$ cat config.mk
export PLATFORM = sky130hd
export DESIGN_NAME = alu_control_unit
export DESIGN_NICKNAME = d
export VERILOG_FILES = /design/src/rtl/alu_ctrl_pkg.sv /design/src/rtl/mem_wait_timer.sv /design/src/rtl/alu_control_unit.sv
export SDC_FILE = /design/constraint.sdc
export NUM_CORES = 1
export LEC_CHECK = 0
export BUFFER_PORTS_ARGS = -buffer_cell sky130_fd_sc_hd__clkbuf_2
export CORE_ASPECT_RATIO = 0.9
export CORE_MARGIN = 8
export CORE_UTILIZATION = 52
export CTS_CLUSTER_DIAMETER = 120
export CTS_CLUSTER_SIZE = 24
export DETAILED_ROUTE_END_ITERATION = 7
export PLACE_DENSITY_LB_ADDON = 0.12
export SETUP_SLACK_MARGIN = 0.05
export SLEW_MARGIN = 15
export SYNTH_ARGS = -nofsm -noshare
export SYNTH_HDL_FRONTEND = slang
export SYNTH_SLANG_ARGS = --single-unit
$ cat constraint.sdc
create_clock -name clk -period 1.8 [get_ports clk]
set_input_delay 0.18 -clock clk [delete_from_list [all_inputs] [get_ports clk]]
set_output_delay 0.18 -clock clk [all_outputs]
set_load 0.02 [all_outputs]
$ cat src/rtl/alu_ctrl_pkg.sv
// ============================================================================
// Module   : alu_ctrl_pkg
// Purpose  : State, opcode and ALU function encodings for alu_control_unit.
// Revision : 1.0 - initial release
// ============================================================================
`default_nettype none

package alu_ctrl_pkg;

    typedef enum logic [2:0] {
        FETCH  = 3'd0,
        DECODE = 3'd1,
        EXEC   = 3'd2,
        OPND   = 3'd3,
        MEMRD  = 3'd4,
        MEMWR  = 3'd5,
        HALT   = 3'd6,
        FAULT  = 3'd7
    } state_t;

    typedef enum logic [3:0] {
        OP_NOP   = 4'h0,
        OP_LDA   = 4'h1,
        OP_LDB   = 4'h2,
        OP_STA   = 4'h3,
        OP_ADD   = 4'h4,
        OP_SUB   = 4'h5,
        OP_AND   = 4'h6,
        OP_OR    = 4'h7,
        OP_INCA  = 4'h8,
        OP_INCB  = 4'h9,
        OP_MOVAB = 4'hA,
        OP_MOVBA = 4'hB,
        OP_JMP   = 4'hC,
        OP_JC    = 4'hD,
        OP_JZ    = 4'hE,
        OP_HLT   = 4'hF
    } opcode_t;

    localparam logic [2:0] F_A    = 3'b000;
    localparam logic [2:0] F_B    = 3'b001;
    localparam logic [2:0] F_INCA = 3'b010;
    localparam logic [2:0] F_INCB = 3'b011;
    localparam logic [2:0] F_ADD  = 3'b100;
    localparam logic [2:0] F_SUB  = 3'b101;
    localparam logic [2:0] F_AND  = 3'b110;
    localparam logic [2:0] F_OR   = 3'b111;

    // ALU select for the register-to-register ops; MOVAB passes A, MOVBA passes B.
    function automatic logic [2:0] alu_func(input opcode_t op);
        logic [2:0] sel;
        sel = F_A;
        case (op)
            OP_ADD:   sel = F_ADD;
            OP_SUB:   sel = F_SUB;
            OP_AND:   sel = F_AND;
            OP_OR:    sel = F_OR;
            OP_INCA:  sel = F_INCA;
            OP_INCB:  sel = F_INCB;
            OP_MOVAB: sel = F_A;
            OP_MOVBA: sel = F_B;
            default:  sel = F_A;
        endcase
        return sel;
    endfunction

endpackage

`default_nettype wire

$ cat src/rtl/mem_wait_timer.sv
// ============================================================================
// Module   : mem_wait_timer
// Purpose  : Counts cycles a memory strobe waits for mem_ready; flags expiry.
// Revision : 1.0 - initial release
// ============================================================================
`default_nettype none

module mem_wait_timer #(
    parameter int TIMEOUT = 15
) (
    input  logic clk,
    input  logic rstn,
    input  logic waiting,
    input  logic mem_ready,
    output logic expired
);

    generate
        if (TIMEOUT > 0) begin : g_timeout
            localparam int c_cnt_w = (TIMEOUT > 1) ? $clog2(TIMEOUT) : 1;
            localparam logic [c_cnt_w-1:0] c_last = c_cnt_w'(TIMEOUT - 1);

            logic [c_cnt_w-1:0] r_count;

            // Cleared outside memory states and on every completion, so each
            // strobe starts counting from zero.
            always_ff @(posedge clk) begin
                if (!rstn || !waiting || mem_ready) begin
                    r_count <= '0;
                end else if (r_count != c_last) begin
                    r_count <= r_count + c_cnt_w'(1);
                end
            end

            // The TIMEOUT-th waiting cycle expires unless mem_ready arrives in it.
            assign expired = waiting && !mem_ready && (r_count == c_last);
        end else begin : g_no_timeout
            logic w_unused_inputs;
            assign w_unused_inputs = clk ^ rstn ^ waiting ^ mem_ready;
            assign expired         = 1'b0;
        end
    endgenerate

endmodule

`default_nettype wire

$ cat src/rtl/alu_control_unit.sv
// ============================================================================
// Module   : alu_control_unit
// Purpose  : Fetch/decode/execute sequencer driving the 8-bit ALU datapath.
// Revision : 1.0 - initial release
// ============================================================================
`default_nettype none

module alu_control_unit
    import alu_ctrl_pkg::*;
#(
    parameter int TIMEOUT = 15
) (
    input  logic       clk,
    input  logic       rstn,
    input  logic [7:0] mem_data,
    input  logic       mem_ready,
    input  logic       CF,
    input  logic       ZF,
    output logic [2:0] f,
    output logic       write_cz,
    output logic       a_load,
    output logic       b_load,
    output logic       bus_src,
    output logic       pc_inc,
    output logic       pc_load,
    output logic       mar_load,
    output logic       addr_sel,
    output logic       mem_rd,
    output logic       mem_wr,
    output logic       halted,
    output logic       fault
);

    state_t  r_state;
    state_t  w_next_state;
    opcode_t r_opcode;
    logic    w_latch_op;
    logic    w_waiting;
    logic    w_expired;
    logic    w_unused_low_nibble;

    assign w_unused_low_nibble = ^mem_data[3:0];

    assign w_waiting = (r_state == FETCH) || (r_state == OPND) ||
                       (r_state == MEMRD) || (r_state == MEMWR);

    mem_wait_timer #(
        .TIMEOUT(TIMEOUT)
    ) u_mem_wait_timer (
        .clk      (clk),
        .rstn     (rstn),
        .waiting  (w_waiting),
        .mem_ready(mem_ready),
        .expired  (w_expired)
    );

    always_ff @(posedge clk) begin
        if (!rstn) begin
            r_state  <= FETCH;
            r_opcode <= OP_NOP;
        end else begin
            r_state <= w_next_state;
            if (w_latch_op) begin
                r_opcode <= opcode_t'(mem_data[7:4]);
            end
        end
    end

    always_comb begin
        w_next_state = r_state;
        w_latch_op   = 1'b0;
        f            = F_A;
        write_cz     = 1'b0;
        a_load       = 1'b0;
        b_load       = 1'b0;
        bus_src      = 1'b0;
        pc_inc       = 1'b0;
        pc_load      = 1'b0;
        mar_load     = 1'b0;
        addr_sel     = 1'b0;
        mem_rd       = 1'b0;
        mem_wr       = 1'b0;
        halted       = 1'b0;
        fault        = 1'b0;

        case (r_state)
            FETCH: begin
                mem_rd = 1'b1;
                if (mem_ready) begin
                    w_latch_op   = 1'b1;
                    pc_inc       = 1'b1;
                    w_next_state = DECODE;
                end else if (w_expired) begin
                    w_next_state = FAULT;
                end
            end

            DECODE: begin
                case (r_opcode)
                    OP_NOP:                                   w_next_state = FETCH;
                    OP_LDA, OP_LDB, OP_STA,
                    OP_JMP, OP_JC, OP_JZ:                     w_next_state = OPND;
                    OP_HLT:                                   w_next_state = HALT;
                    default:                                  w_next_state = EXEC;
                endcase
            end

            EXEC: begin
                f = alu_func(r_opcode);
                case (r_opcode)
                    OP_ADD, OP_SUB, OP_AND, OP_OR, OP_INCA: begin
                        a_load   = 1'b1;
                        write_cz = 1'b1;
                    end
                    OP_INCB: begin
                        b_load   = 1'b1;
                        write_cz = 1'b1;
                    end
                    OP_MOVAB: b_load = 1'b1;
                    OP_MOVBA: a_load = 1'b1;
                    default:  ;
                endcase
                w_next_state = FETCH;
            end

            OPND: begin
                mem_rd = 1'b1;
                if (mem_ready) begin
                    case (r_opcode)
                        OP_LDA, OP_LDB: begin
                            mar_load     = 1'b1;
                            pc_inc       = 1'b1;
                            w_next_state = MEMRD;
                        end
                        OP_STA: begin
                            mar_load     = 1'b1;
                            pc_inc       = 1'b1;
                            w_next_state = MEMWR;
                        end
                        default: begin
                            // Taken jumps replace the PC; untaken ones skip the operand.
                            if ((r_opcode == OP_JMP) ||
                                (r_opcode == OP_JC && CF) ||
                                (r_opcode == OP_JZ && ZF)) begin
                                pc_load = 1'b1;
                            end else begin
                                pc_inc = 1'b1;
                            end
                            w_next_state = FETCH;
                        end
                    endcase
                end else if (w_expired) begin
                    w_next_state = FAULT;
                end
            end

            MEMRD: begin
                mem_rd   = 1'b1;
                addr_sel = 1'b1;
                bus_src  = 1'b1;
                if (mem_ready) begin
                    a_load       = (r_opcode == OP_LDA);
                    b_load       = (r_opcode == OP_LDB);
                    w_next_state = FETCH;
                end else if (w_expired) begin
                    w_next_state = FAULT;
                end
            end

            MEMWR: begin
                mem_wr   = 1'b1;
                addr_sel = 1'b1;
                if (mem_ready) begin
                    w_next_state = FETCH;
                end else if (w_expired) begin
                    w_next_state = FAULT;
                end
            end

            HALT:  halted = 1'b1;
            FAULT: fault  = 1'b1;
            default: w_next_state = FETCH;
        endcase

        // Outputs are silenced for the whole reset cycle so no partial strobe escapes.
        if (!rstn) begin
            f        = F_A;
            write_cz = 1'b0;
            a_load   = 1'b0;
            b_load   = 1'b0;
            bus_src  = 1'b0;
            pc_inc   = 1'b0;
            pc_load  = 1'b0;
            mar_load = 1'b0;
            addr_sel = 1'b0;
            mem_rd   = 1'b0;
            mem_wr   = 1'b0;
            halted   = 1'b0;
            fault    = 1'b0;
        end
    end

endmodule

`default_nettype wire

==> impl_metrics.ini <==
[run_status]
status = finished clean

[clocking]
cts_tree = built
clkTransAtPathRegs_ns = 0.11
clock_latency_ns = 0.31
cts_htree_levels = 1
clockBufferDepth = 2
cts_buffers = 3
cts.sinks = 17
cts-root-buf = clkbuf_4

[detailed_routing]
via_per_inst = 5.90
drc = 0
top_layer = met4
wl_met2_mm = 1.56
wirelength_mm = 3.37
vias = 1256
ant_nets = 0
met1_length_mm = 1.46
dr.pass1.iters = 4
wl_per_cell_microns = 15.8
drtIter0Drc = 94
wl_met3_microns = 293

[die]
die_h_microns = 60.5
die_w_microns = 65.5
start_util_pct = 54.0
fp.dieArea_sq_mm = 0.00396
fp-row-count = 16
io_pins = 28
core_area_sq_mm = 0.00212

[synthesis]
synth-edff-count = 0
syn-cell-area_sq_mm = 0.00114
syn_nets = 170
synth-adder-area-share_pct = 2.19
ys.flop_type = dfxtp_1
yosys_warnings = 0
synth_cell_type_count = 46
synth_top_area_share_pct = 29.7
synth.area.top_cells = dfxtp_1 (30%), nand2_1 (6.6%), nor2_1 (6.6%), nand3_1 (4.4%), and3_1 (3.3%)
yosysSeqAreaShare_pct = 29.7
synth_cells = 155
avgSynthCellArea_sq_um = 7.39
synthMuxAreaShare_pct = 1.31
synth_xor_area_share_pct = 2.30
async_flop_share_pct = 0
synth-simple-area-share_pct = 37.8
synth-seq-cells = 17
yosys.area.top_type = dfxtp_1
synth_top_family_by_area = simple AND/OR/NAND/NOR gates
synth_compound_area_share_pct = 19.5

[setup_path]
startpoint = r_state[0]
regToRegSetupSlack_ns = 0.13
r2r_cells = 5
crit_type = flop to output pin
end_kind = output pin
timing.rr.start = r_state[2]
required_ns = 1.62
crit_path_start_kind = flop
cp_max_fo = 7
cp_data_arrival_time_ns = 1.56
crit_end = b_load

[pwr]
ir_drop_v = 0.000396
p_int_w = 0.000609
finalPower_w = 0.000922
cellPowerDensity_mw_per_mm2 = 614
power_switching_w = 0.000313
p_leak_nw = 0.649
pwr-share-seq_pct = 47.3
swShare_pct = 34.0
p_clk_share_pct = 23.9
combPwrFrac_pct = 28.7

[grt]
grt_first_pass_wirelength_mm = 5.06
first_global_vias = 1096
grt_max_degree = 22
grt_usage_pct = 16.2
grt_antenna_before_repair = 0
grt.overflow.total = 0

[flow_run]
maxCapViolations = 0

[timing]
hold_violations = 0
relSlewSlack_pct = 67.4
max_slew.worst_pin.slew_ns = 0.484
fmax_mhz = 576
period_share_pct = 96.4
setup_ws_ns = 0.0646
period_needed_ns = 1.74
drv_slew = 0
rsz0062_at_grt = true
clock_skew_ns = 0.00666
setup_viol = 0

[placement]
dp_hpwl_mm = 2.29
place_ws_ns = 0.152
placement.io_buffers = 23
gp_congestion = 0.863

[final_layout]
seq_area_sq_um = 350
multi_input_area_sq_um = 786
n_fill_cell = 169
syn2layout_area_growth_pct = 31.0
antenna_cells = 0
final_cell_mix = clkbuf_2 (21), nand2_1 (19), buf_4 (17), nor2_1 (16), dfxtp_1 (13)
nNetsFinal = 202
final_common_cell = clkbuf_2
drive_gt1_share_pct = 33.9

[worst_hold_path]
hold_depth = 3
hold_class = input port to flop
cell families (layout without fill, tap and decap cells):
family                     count (synthesis)  after routing
buffers and inverters                     18             49
DFF                                       17             17
xor gates and xnor gates                   3              3
muxes                                      1              1
and+or+nand+nor                           82             82
adders and majority gates                  2              2
AOI/OAI and AO/OA                         32             32
area by class of cell:
class / count / share of cell area [%]
timing repair buffer: 41 / 19.3
tap: 27 / 2.25
inverter: 4 / 1.00
sequential: 17 / 23.4
multi-input combinational: 120 / 52.4
clock buffer: 4 / 1.75
worst min-delay path by stage:
| stage | from | end | slack, ns |
|---|---|---|---|
| floorplan | mem_data[4] | r_opcode[0] | 0.34 |
| global placement | mem_data[4] | r_opcode[0] | 0.48 |
| detailed placement | mem_data[4] | r_opcode[0] | 0.48 |
| CTS | mem_data[4] | r_opcode[0] | 0.16 |
| global route | mem_data[4] | r_opcode[0] | 0.18 |
| finish | mem_data[5] | r_opcode[1] | 0.16 |
synth_stat cells (2+ instances only):
cell	n
xnor2_1	3
nor3_1	2
o21ai_0	5
clkbuf_1	9
nor3b_1	2
buf_2	3
a21boi_1	2
ha_1	2
nand3_1	10
nand2_1	20
a31oi_1	4
a311oi_1	2
nand2b_1	3
and3_1	6
inv_1	4
nand3b_1	3
o21a_1	2
o32ai_1	2
nor2_1	20
dfxtp_1	17
a21oi_1	5
or3_1	2
nor2b_1	4
worst max-delay path, stage by stage, from the launching register on:
cell	delay, ns
dfxtp_4	0.39
nand2b_4	0.15
nor2_2	0.12
nand2_1	0.13
o32ai_2	0.28
buf_4	0.18
per-layer routing:
| layer | vias to the layer above | GRT usage [%] |
|---|---|---|
| li1 | 610 | - |
| met1 | 589 | 21.1 |
| met2 | 49 | 24.8 |
| met3 | 8 | 4.24 |
| met4 | 0 | 6.21 |
| met5 | - | 0 |
stage by stage:
step	cell area [sq um]	utilization [%]	instances	setup TNS, ns	hold slack, ns
after detailed placement	1310	61.8	201	0	0.484
after global placement	1310	61.8	201	0	0.476
after CTS	1420	66.7	210	0	0.159
final	1500	70.7	213	0	0.156
after global routing	1500	70.7	213	-0.0447	0.178
after floorplan	1150	-	155	0	0.335
power by group through the flow:
stage                     Combinational, W  Clock [W]  Sequential [W]
after CTS                         0.000233   0.000220        0.000431
final                             0.000265   0.000221        0.000436
after global placement            0.000217          0        0.000436
after detailed placement          0.000223          0        0.000438
after floorplan                   0.000178          0        0.000421
after global routing              0.000289   0.000235        0.000439
timing repair:
action / 4_1_cts / 5_1_grt
hold buffers: 0 / 0
gates resized for setup: 13 / 13
buffers inserted: 5 / 2
pin swaps: 3 / 2
gates cloned: 0 / 1
endpoints found under the setup margin: 2 / 7
Power figures use the tool's default switching activity.
